$ cat config.mk
export PLATFORM = sky130hd
export DESIGN_NAME = serial_subtractor_flat
export DESIGN_NICKNAME = d
export VERILOG_FILES = /design/src/rtl/serial_subtractor_pkg.sv /design/src/rtl/serial_subtractor_if.sv /design/src/rtl/serial_subtractor_full_subtractor.sv /design/src/rtl/serial_subtractor.sv /design/src/flat_wrapper.sv
export SDC_FILE = /design/constraint.sdc
export NUM_CORES = 1
export LEC_CHECK = 0
export ABC_AREA = 1
export CAP_MARGIN = 20
export CORE_MARGIN = 2
export CORE_UTILIZATION = 30
export DETAILED_ROUTE_END_ITERATION = 16
export DONT_BUFFER_PORTS = 1
export MAX_ROUTING_LAYER = met4
export PLACE_DENSITY = 0.49
export SLEW_MARGIN = 30
export SYNTH_ARGS = -nofsm -noshare
export SYNTH_HDL_FRONTEND = slang
export SYNTH_HIERARCHICAL = 1
export SYNTH_SLANG_ARGS = --single-unit
$ cat constraint.sdc
create_clock -name clk -period 1.2 [get_ports clk]
set_input_delay 0.12 -clock clk [delete_from_list [all_inputs] [get_ports clk]]
set_output_delay 0.12 -clock clk [all_outputs]
set_load 0.03 [all_outputs]
$ cat src/rtl/serial_subtractor_pkg.sv
// Shared types and helpers for the bit-serial subtractor.
// Holds the FSM state encoding and the bit-counter width function.
package serial_subtractor_pkg;

  typedef enum logic [1:0] {
    IDLE,
    BUSY,
    DONE
  } state_t;

  // Returns the smallest w with 2**w >= width (minimum 1).
  function automatic int cnt_width(input int width);
    int w;
    w = 1;
    while ((1 << w) < width) w++;
    return w;
  endfunction

endpackage

$ cat src/rtl/serial_subtractor_if.sv
// Request/result bundle between a requester and the serial subtractor.
interface serial_subtractor_if #(
  parameter int WIDTH = 4
);
  logic             start;
  logic [WIDTH-1:0] A;
  logic [WIDTH-1:0] B;
  logic             Bin;
  logic [WIDTH-1:0] Diff;
  logic             Bout;
  logic             busy;
  logic             done;

  modport master (
    output start, A, B, Bin,
    input  Diff, Bout, busy, done
  );

  modport slave (
    input  start, A, B, Bin,
    output Diff, Bout, busy, done
  );
endinterface

$ cat src/rtl/serial_subtractor_full_subtractor.sv
// One-bit full subtractor: D = A - B - Bin, Bout set when a borrow is needed.
module full_subtractor (
  input  logic A,
  input  logic B,
  input  logic Bin,
  output logic D,
  output logic Bout
);

  assign D    = A ^ B ^ Bin;
  assign Bout = (~A & B) | (~(A ^ B) & Bin);

endmodule

$ cat src/rtl/serial_subtractor.sv
// Bit-serial subtractor: computes A - B - Bin one bit per cycle, LSB first,
// using a single full_subtractor cell and registered result outputs.
module serial_subtractor
  import serial_subtractor_pkg::*;
#(
  parameter int WIDTH = 4
) (
  input  logic              clk,
  input  logic              rst,
  serial_subtractor_if.slave bus
);

  localparam int CW = cnt_width(WIDTH);

  state_t           state;
  state_t           next_state;
  logic [WIDTH-1:0] a_sr;
  logic [WIDTH-1:0] b_sr;
  logic [WIDTH-1:0] res_sr;
  logic [WIDTH-1:0] diff_q;
  logic             brw;
  logic             bout_q;
  logic [CW-1:0]    cnt;
  logic             d_bit;
  logic             brw_next;
  logic             load;
  logic             step;
  logic             last;

  full_subtractor u_fs (
    .A    (a_sr[0]),
    .B    (b_sr[0]),
    .Bin  (brw),
    .D    (d_bit),
    .Bout (brw_next)
  );

  assign last = (cnt == CW'(WIDTH - 1));

  always_comb begin
    next_state = state;
    load       = 1'b0;
    step       = 1'b0;
    case (state)
      IDLE: begin
        if (bus.start) begin
          load       = 1'b1;
          next_state = BUSY;
        end
      end
      BUSY: begin
        step = 1'b1;
        if (last) next_state = DONE;
      end
      DONE: begin
        if (bus.start) begin
          load       = 1'b1;
          next_state = BUSY;
        end else begin
          next_state = IDLE;
        end
      end
      default: next_state = IDLE;
    endcase
  end

  always_ff @(posedge clk) begin
    if (rst) state <= IDLE;
    else     state <= next_state;
  end

  // Result shifts in from the MSB side; Diff/Bout only update on the last bit
  // so the outputs never expose a partially built difference.
  always_ff @(posedge clk) begin
    if (rst) begin
      a_sr   <= '0;
      b_sr   <= '0;
      res_sr <= '0;
      brw    <= 1'b0;
      cnt    <= '0;
      diff_q <= '0;
      bout_q <= 1'b0;
    end else if (load) begin
      a_sr   <= bus.A;
      b_sr   <= bus.B;
      brw    <= bus.Bin;
      res_sr <= '0;
      cnt    <= '0;
    end else if (step) begin
      a_sr   <= {1'b0, a_sr[WIDTH-1:1]};
      b_sr   <= {1'b0, b_sr[WIDTH-1:1]};
      brw    <= brw_next;
      res_sr <= {d_bit, res_sr[WIDTH-1:1]};
      if (!last) cnt <= cnt + 1'b1;
      if (last) begin
        diff_q <= {d_bit, res_sr[WIDTH-1:1]};
        bout_q <= brw_next;
      end
    end
  end

  assign bus.Diff = diff_q;
  assign bus.Bout = bout_q;
  assign bus.busy = (state == BUSY);
  assign bus.done = (state == DONE);

endmodule
$ cat src/flat_wrapper.sv
// flat-port wrapper written by rule: the top's interface ports become plain ports
module serial_subtractor_flat import serial_subtractor_pkg::*;
#(
  parameter int WIDTH = 4
)
  (clk, rst, bus_start, bus_A, bus_B, bus_Bin, bus_Diff, bus_Bout, bus_busy, bus_done);
  serial_subtractor_if #(.WIDTH(WIDTH)) bus_i ();
  input  logic clk;
  input  logic rst;
  input wire logic [$bits(bus_i.start)-1:0] bus_start;
  input wire logic [$bits(bus_i.A)-1:0] bus_A;
  input wire logic [$bits(bus_i.B)-1:0] bus_B;
  input wire logic [$bits(bus_i.Bin)-1:0] bus_Bin;
  output wire logic [$bits(bus_i.Diff)-1:0] bus_Diff;
  output wire logic [$bits(bus_i.Bout)-1:0] bus_Bout;
  output wire logic [$bits(bus_i.busy)-1:0] bus_busy;
  output wire logic [$bits(bus_i.done)-1:0] bus_done;
  assign bus_i.start = bus_start;
  assign bus_i.A = bus_A;
  assign bus_i.B = bus_B;
  assign bus_i.Bin = bus_Bin;
  assign bus_Diff = bus_i.Diff;
  assign bus_Bout = bus_i.Bout;
  assign bus_busy = bus_i.busy;
  assign bus_done = bus_i.done;
  serial_subtractor #(.WIDTH(WIDTH)) u_core (.clk(clk), .rst(rst), .bus(bus_i));
endmodule
Word-level counts from Yosys, hierarchy flattened

Index checks and enable logic that the tools add are counted.

Memories: 0
Input bits: 12
Register bits after elaboration: 22
Logic and storage cells: 43
Bits in latches: 0
Memory bits (read-only): 0
Bits in writable memories: 0
Output and inout bits: 7

Shift operators: 0
Bitwise logic cells: 9
Order comparisons: 0
Equal/unequal tests: 5
Reduce and logical (&&, ||, !) cells: 7
Mux-type cells: 13
Multipliers: 0
Div/mod/pow operators: 0
Add/sub/neg operators: 1

Operators by type and width:

| cell                  | number |
|---|---|
| $mux W4               | 4 |
| $mux W1               | 6 |
| $pmux W2 S3           | 1 |
| $eq A2 B2 Y1 const B  | 2 |
| $mux W2               | 2 |
| $not A1 Y1            | 4 |
| $reduce_and A2 Y1     | 2 |
| $reduce_or A2 Y1      | 2 |
| $reduce_and A3 Y1     | 1 |
| $add A2 B1 Y2 const B | 1 |
| $and A1 B1 Y1         | 2 |
| $eq A2 B1 Y1 const B  | 1 |
| $logic_not A2 Y1      | 1 |
| $ne A2 B1 Y1 const B  | 1 |
| $ne A2 B2 Y1 const B  | 1 |
| $reduce_bool A2 Y1    | 1 |
| $xor A1 B1 Y1         | 2 |
| $or A1 B1 Y1          | 1 |

Longest topological paths before layout

Gate-level depths: netlist of the first run.

Word-level depth: 6
Mapped depth: 8
Depth with buffers taken out: 7

By module

The synthesis of the first run kept the hierarchy.

By module, submodules not included:

| module            | area an instance (um2) | sequential area each (um2) | instances | cells an instance |
|---|---|---|---|---|
| serial_subtractor | 974.7                  | 420.4                      | 1         | 129 |
| full_subtractor   | 31.3                   | 0.0                        | 1         | 4 |

Least setup slack after synthesis of the first run

OpenSTA, ideal clock, no wires.

Path type: reg-to-reg
Start: register u_core.b_sr[0]
End: register u_core.res_sr[3]
Setup slack: 0.094 ns
Library setup time: 0.070 ns
Period minus slack after synthesis: 1.106 ns
Stages on the path, launching flop included: 5
Arrival time: 1.036 ns
Path through: dfxtp_1 > inv_1 > fa_1 > nand2_1 > a21oi_1

Word-level cells in the longest chain between the ends: 2

RTL lines:

| element                    | line                                    | RTL |
|---|---|---|
| start, declared            | serial_subtractor.sv:18                 | `logic [WIDTH-1:0] b_sr;` |
| start signal, assigned     | serial_subtractor.sv:85                 | `b_sr <= bus.B;` |
| start signal, assigned     | serial_subtractor.sv:91                 | `b_sr <= {1'b0, b_sr[WIDTH-1:1]};` |
| $xor A1 B1 Y1 (2 in a row) | serial_subtractor_full_subtractor.sv:10 | `assign D = A ^ B ^ Bin;` |
| net u_core.d_bit           | serial_subtractor.sv:24                 | `logic d_bit;` |
| end signal, assigned       | serial_subtractor.sv:93                 | `res_sr <= {d_bit, res_sr[WIDTH-1:1]};` |
| end, declared              | serial_subtractor.sv:19                 | `logic [WIDTH-1:0] res_sr;` |

The timed path passes the listed nets, and every way through them passes these cells.
A chain may end at the register's enable or synchronous reset.

Worst setup path in the final report of the first run

Ends and elaborated chain as after synthesis.

==> results of run 1 <==
[through the flow]
step                setup WS (ns)  total power, W
floorplan                  0.0940        0.000945
global placement           0.0777        0.000969
detailed placement         0.0489        0.000973
CTS                      0.000232         0.00134
global route              -0.0214         0.00143
finish                     0.0297         0.00135
[how the worst min path moves through the flow]
| stage | cells past startpoint | endpoint | from | slack [ns] |
|---|---|---|---|---|
| after global placement | 1 | u_core/a_sr[1] | rst | 0.19 |
| after global routing | 3 | u_core/bus.Diff[0] | rst | 0.03 |
| after floorplan | 2 | u_core/b_sr[3] | bus_B[3] | 0.25 |
| after detailed placement | 1 | u_core/a_sr[2] | rst | 0.18 |
| after CTS | 3 | u_core/bus.Diff[1] | rst | 0.03 |
| final | 3 | u_core/bus.Diff[1] | rst | 0.03 |
[metal layers]
metal	part of all wire (%)	global-route usage [%]
met5	0	-
met4	0.68	4.56
met3	3.1	3.11
met2	48	21.2
met1	49	14.7
[cells in the mapped netlist]
cell type   n  area, um^2
a21oi_2     5        43.8
dfxtp_1    21         420
nand2_1    29         109
ha_1        1        12.5
inv_2       5        18.8
nor2_1     19        71.3
inv_4       1        6.26
inv_1      16        60.1
nand3_2     5        50.1
nor2_4      1        11.3
a21oi_1     7        35.0
buf_8       1        15.0
nand2_2     1        6.26
nand3_1     7        35.0
o21ai_0     7        35.0
nor2_2      1        6.26
fa_1        1        20.0
nand2_4     2        22.5
buf_6       2        22.5
buf_2       1        5.00
[placed cells by master, fill, tap and decap left out, types with 6 or more instances in the layout]
master,n
nand3_1,7
nand2_1,29
nor2_2,6
dfxtp_1,15
buf_4,11
a21oi_1,6
a21oi_2,6
inv_1,14
o21ai_0,7
nor2_1,14
[cells by family (layout without fill, tap and decap cells)]
logic type | count (synthesis) | count (layout) | synth area share [%]
buffers and inverters | 26 | 45 | 12.7
and+or+nand+nor | 65 | 65 | 31.0
adders and majority gates | 2 | 2 | 3.23
DFF | 21 | 21 | 41.8
AOI/OAI and AO/OA | 19 | 19 | 11.3
[sequential cells by signal, summed over array words and instances (netlist names)]
signal / cells
u_core/brw: 1
u_core/bus.Bout: 1
u_core/b_sr: 4
u_core/state: 2
u_core/bus.Diff: 4
u_core/cnt: 2
u_core/res_sr: 3
u_core/a_sr: 4
[critical path, cell delays in order (launching register included)]
cell	delay, ns
dfxtp_2	0.36
inv_1	0.05
fa_1	0.52
nand2_1	0.08
a21oi_2	0.11
[timing repair]
action,4_1_cts,5_1_grt
pin swaps,2,3
hold buffers,3,1
setup buffers,3,2
endpoints found under the hold margin,9,1
setup endpoints to repair,3,10
gates resized for setup,6,17
[power groups by stage]
stage / Combinational (W) / Clock, W / Sequential, W
after floorplan: 0.000183 / 0 / 0.000762
after CTS: 0.000233 / 0.000356 / 0.000755
after global routing: 0.000284 / 0.000383 / 0.000763
after detailed placement: 0.000201 / 0 / 0.000772
after global placement: 0.000198 / 0 / 0.000770
final: 0.000255 / 0.000341 / 0.000757
[cell type report]
type	instances	area share, %
clock inverter	1	0.398
clock buffer	3	1.79
sequential	21	34.2
tap	46	4.57
multi-input combinational	86	38.4
timing repair buffer	19	13.3
inverter	22	7.36
==> metrics.txt, run 1 <==
status complete, no violations; I/O pin cnt 19; Die ar. 3830 um^2; Max Clk Rate 854 MHz; DRC 0; TritonCTS Buffers 3; Area Growth Syn to Fin 25.1%; num rows 21; vias per cell 4.26; first-pass GRT wire length 3.41 mm; RSZ-0062 raised after global routing true; Clock Power Share 25.2%; gr usage total 12.7%; layout cells sized above 1 35.5%; VDD IR-drop max 0.412 mV; Static Leak 0.556 nW; GP Congestion 0.717; PwrDens 1070 nW/um^2; CORE AREA 3280 um^2; max-capacitance violation count 0; Hold WC Path Type input port to register; via count 844; Reg clk slew, reported paths 0.12 ns; final hold violations 0; placed insts 186; fillcell total 356; setup slack, reg-to-reg 0.03 ns; CP startpoint kind register; clock tree buffer depth 2; vias in the first global route 806; multi-input logic area 483 um^2; DR WL/cell 10.4 um; Worst Max-Slew Pin Slew 0.429 ns; sw frac 28.8%; Syn. warnings 6; routed wire length 2.05 mm; cell area after synthesis 1010 um^2; design area 1260 um^2; DIE WIDTH 61.9 um; crit path from u_core/b_sr[0]; Setup violations, final 0; clock skew 0.00923 ns; fin cells 198; min Tclk post-route 1.17 ns; largest net degree at the start of global routing 13; synth unique cells 20; initial antenna violation count 0; P_sw 0.000390 W; dpl cell area 1100 um^2; Syn Area/Cell 7.56 um^2; Worst setup EP type register; reg2reg end u_core/res_sr[3]; count of input and output buffers 0; Worst-Skew Late Latency 0.30 ns; antenna-violating nets left 0; WHS 0.0266 ns; relative slew slack 71.3%; Util after Layout 38.3%; FF/Latch Area 430 um^2; worst r2r path cells 4; Final Cycle Share 97.5%; Initial DRC Count 11; setup TNS 0 ns; CP Capture Point u_core/res_sr[3]; Logic pwr share 18.8%; crit-path max FO 2; CP arrival 1.42 ns; register area share after synthesis 41.8%; CP Data Required Time 1.45 ns; DP HPWL 1.46 mm; Synth Instances 133; grt total ovfl 0; kind of critical path register to register; Layout Nets 167; internal power 0.000963 W; part of the power in registers 56.0%; Yosys reg bits 21; post-synthesis net count 147; RR Startpoint u_core/b_sr[0]; CTS tree yes; CTS sink count 21; die height 61.9 um; CTS root buf clkbuf_4; Pins Over Slew Limit 0; H-tree levels 1; ant diodes 0; initial core utilization 30.6%; First-pass DRT Iterations 2
Power figures use the tool's default switching activity.
==> inputs of run 2 (changes only) <==
--- a/config.mk
+++ b/config.mk
@@ -11,6 +11,7 @@
 export CORE_UTILIZATION = 30
 export DETAILED_ROUTE_END_ITERATION = 16
 export DONT_BUFFER_PORTS = 1
+export GPL_TIMING_DRIVEN = 0
 export MAX_ROUTING_LAYER = met4
 export PLACE_DENSITY = 0.49
 export SLEW_MARGIN = 30
==> constraint.sdc (replaced) <==
create_clock -name clk -period 1.2 [get_ports clk]
set_input_delay 0.12 -clock clk [delete_from_list [all_inputs] [get_ports clk]]
set_output_delay 0.12 -clock clk [all_outputs]
set_load 0.1 [all_outputs]
==> run 2 against run 1 <==
  * The flow now finishes with violations (negative setup slack)
  * Worst setup slack worse by 0.12 ns
  * Critical path depth down 3
  * Wire length down 3.0%
  * Die area unchanged
  * Sequential power about the same
  * Sequential share of layout area up 2.5 points
  * Worst hold slack better by 0.014 ns
  * Global-route usage down 0.29 points
  * Register-to-register slack about the same
  * Cell area down 5.8%
  * Maximum frequency down 9.1%
  * Clock skew down 0.0030 ns
  * Largest power group unchanged
==> metrics.txt, run 2 (synthesized netlist as in run 1, its figures left out) <==
DRC 0; min Tclk post-route 1.29 ns; grt total ovfl 0; DR WL/cell 10.6 um; reg2reg end u_core/res_sr[3]; fin cells 188; Area Growth Syn to Fin 17.9%; count of input and output buffers 0; initial antenna violation count 0; Crit-path slowest cell nor2_4; num rows 21; Static Leak 0.513 nW; commonest non-fill, non-tap cell in the layout nand2_1; First-pass DRT Iterations 3; placed insts 179; Setup violations, final 1; I/O pin cnt 19; Clock Power Share 24.8%; largest net degree at the start of global routing 12; VDD IR-drop max 0.462 mV; slowest stage delay, CP 0.50 ns; RSZ-0062 raised after global routing true; CTS sink count 21; vias in the first global route 751; Worst-Skew Late Latency 0.30 ns; GP Congestion 0.717; Initial DRC Count 43; Buf/Inv on CP 0; Logic pwr share 19.1%; CTS tree yes; antenna-violating nets left 0; CTS root buf clkbuf_4; CP arrival 1.17 ns; setup ws final -0.0872 ns; clock skew 0.00626 ns; H-tree levels 1; kind of critical path register to output port; crit-path max FO 3; CP Data Required Time 1.08 ns; cell count along the critical path 1; clock tree buffer depth 2; max-capacitance violation count 0; Die ar. 3830 um^2; Reg clk slew, reported paths 0.12 ns; layout cells sized above 1 32.4%; Pins Over Slew Limit 0; CP Capture Point bus_done; CP startpoint kind register; die height 61.9 um; final total power 0.00135 W; DP HPWL 1.46 mm; Layout Nets 157; Hold WC Path Type input port to register; part of the power in registers 56.1%; via count 807; design area 1190 um^2; leading cell types in the layout, fill and taps excluded nand2_1 (29), nor2_1 (16), inv_1 (14); crit path from u_core/state[0]; TritonCTS Buffers 3; routed wire length 1.99 mm; status finished with violations; PwrDens 1140 nW/um^2; gr usage total 12.4%; worst r2r path cells 3; CORE AREA 3280 um^2; crit-path cells nor2_4; first-pass GRT wire length 3.31 mm; setup slack, reg-to-reg 0.03 ns; failing checks negative setup slack; DIE WIDTH 61.9 um; Worst setup EP type output port; crit-path leading delay family simple AND/OR/NAND/NOR gates; Max Clk Rate 777 MHz; Worst Max-Slew Pin Slew 0.609 ns; sw frac 29.1%; vias per cell 4.29; relative slew slack 59.3%; initial core utilization 30.6%; Final Cycle Share 107%; internal power 0.000955 W; RR Startpoint u_core/a_sr[0]; dpl cell area 1080 um^2; Util after Layout 36.1%; P_sw 0.000392 W; final hold violations 0; ant diodes 0
## run 2: changes by cell type in the layout (fill, tap and decap cells not counted), sizes merged
cell	before	now
buf	15	7
clkbuf	3	4
clkinv	1	0
dlygate4sd3	4	2
## run 2: per-layer routing
metal	vias up	GRT usage (%)	share of wire, %
met5	-	-	0
met4	0	4.56	0.75
met3	2	2.69	4.1
met2	14	19.5	47
met1	363	15.5	48
li1	428	-	-
## run 2: timing repair
| item | CTS | global route |
|---|---|---|
| gates cloned | 0 | 0 |
| buffers inserted | 3 | 1 |
| hold buffers | 2 | 0 |
| endpoints found under the setup margin | 12 | 14 |
| gates resized for setup | 10 | 7 |
| pin swaps | 1 | 3 |
| hold endpoints to repair | 2 | 0 |
## run 2: worst reg2reg max path, stage by stage, from the launching register on
cell and delay, ns:
dfxtp_2 0.35, fa_1 0.59, nand2_1 0.07, a21oi_1 0.11
## run 2: metrics by stage
| step | worst slack (ns) | hold slack (ns) | setup TNS [ns] |
|---|---|---|---|
| floorplan | -0.146 | 0.255 | -0.146 |
| global placement | -0.164 | 0.261 | -0.389 |
| detailed placement | -0.139 | 0.265 | -0.411 |
| CTS | -0.117 | 0.0403 | -0.117 |
| global route | -0.131 | 0.0394 | -0.288 |
| finish | -0.0872 | 0.0411 | -0.0872 |
## run 2: area by class of cell
| class | instances | area, um^2 |
|---|---|---|
| fillers | 358 | 2100 |
| multi-input cells | 86 | 479 |
| flip-flops and latches | 21 | 435 |
| inverters | 22 | 106 |
| well taps | 46 | 57.6 |
| repair buffers | 6 | 50.0 |
| plain buffers | 3 | 31.3 |
| clock buffers | 4 | 26.3 |
## run 2: power by group through the flow
stage	clock network, W	logic, W	registers, W
2_1_floorplan	0	0.000200	0.000763
3_3_place_gp	0	0.000238	0.000766
3_5_place_dp	0	0.000242	0.000767
4_1_cts	0.000355	0.000251	0.000759
5_1_grt	0.000381	0.000293	0.000760
6_report	0.000334	0.000257	0.000756
## run 2: worst min path at each step
stage,startpoint,cells past startpoint,to,slack (ns)
3_3_place_gp,bus_B[3],2,u_core/b_sr[3],0.26
4_1_cts,bus_start,4,u_core/a_sr[3],0.04
5_1_grt,bus_B[0],4,u_core/b_sr[0],0.04
3_5_place_dp,bus_B[3],2,u_core/b_sr[3],0.26
6_report,bus_start,4,u_core/a_sr[3],0.04
2_1_floorplan,bus_B[3],2,u_core/b_sr[3],0.25
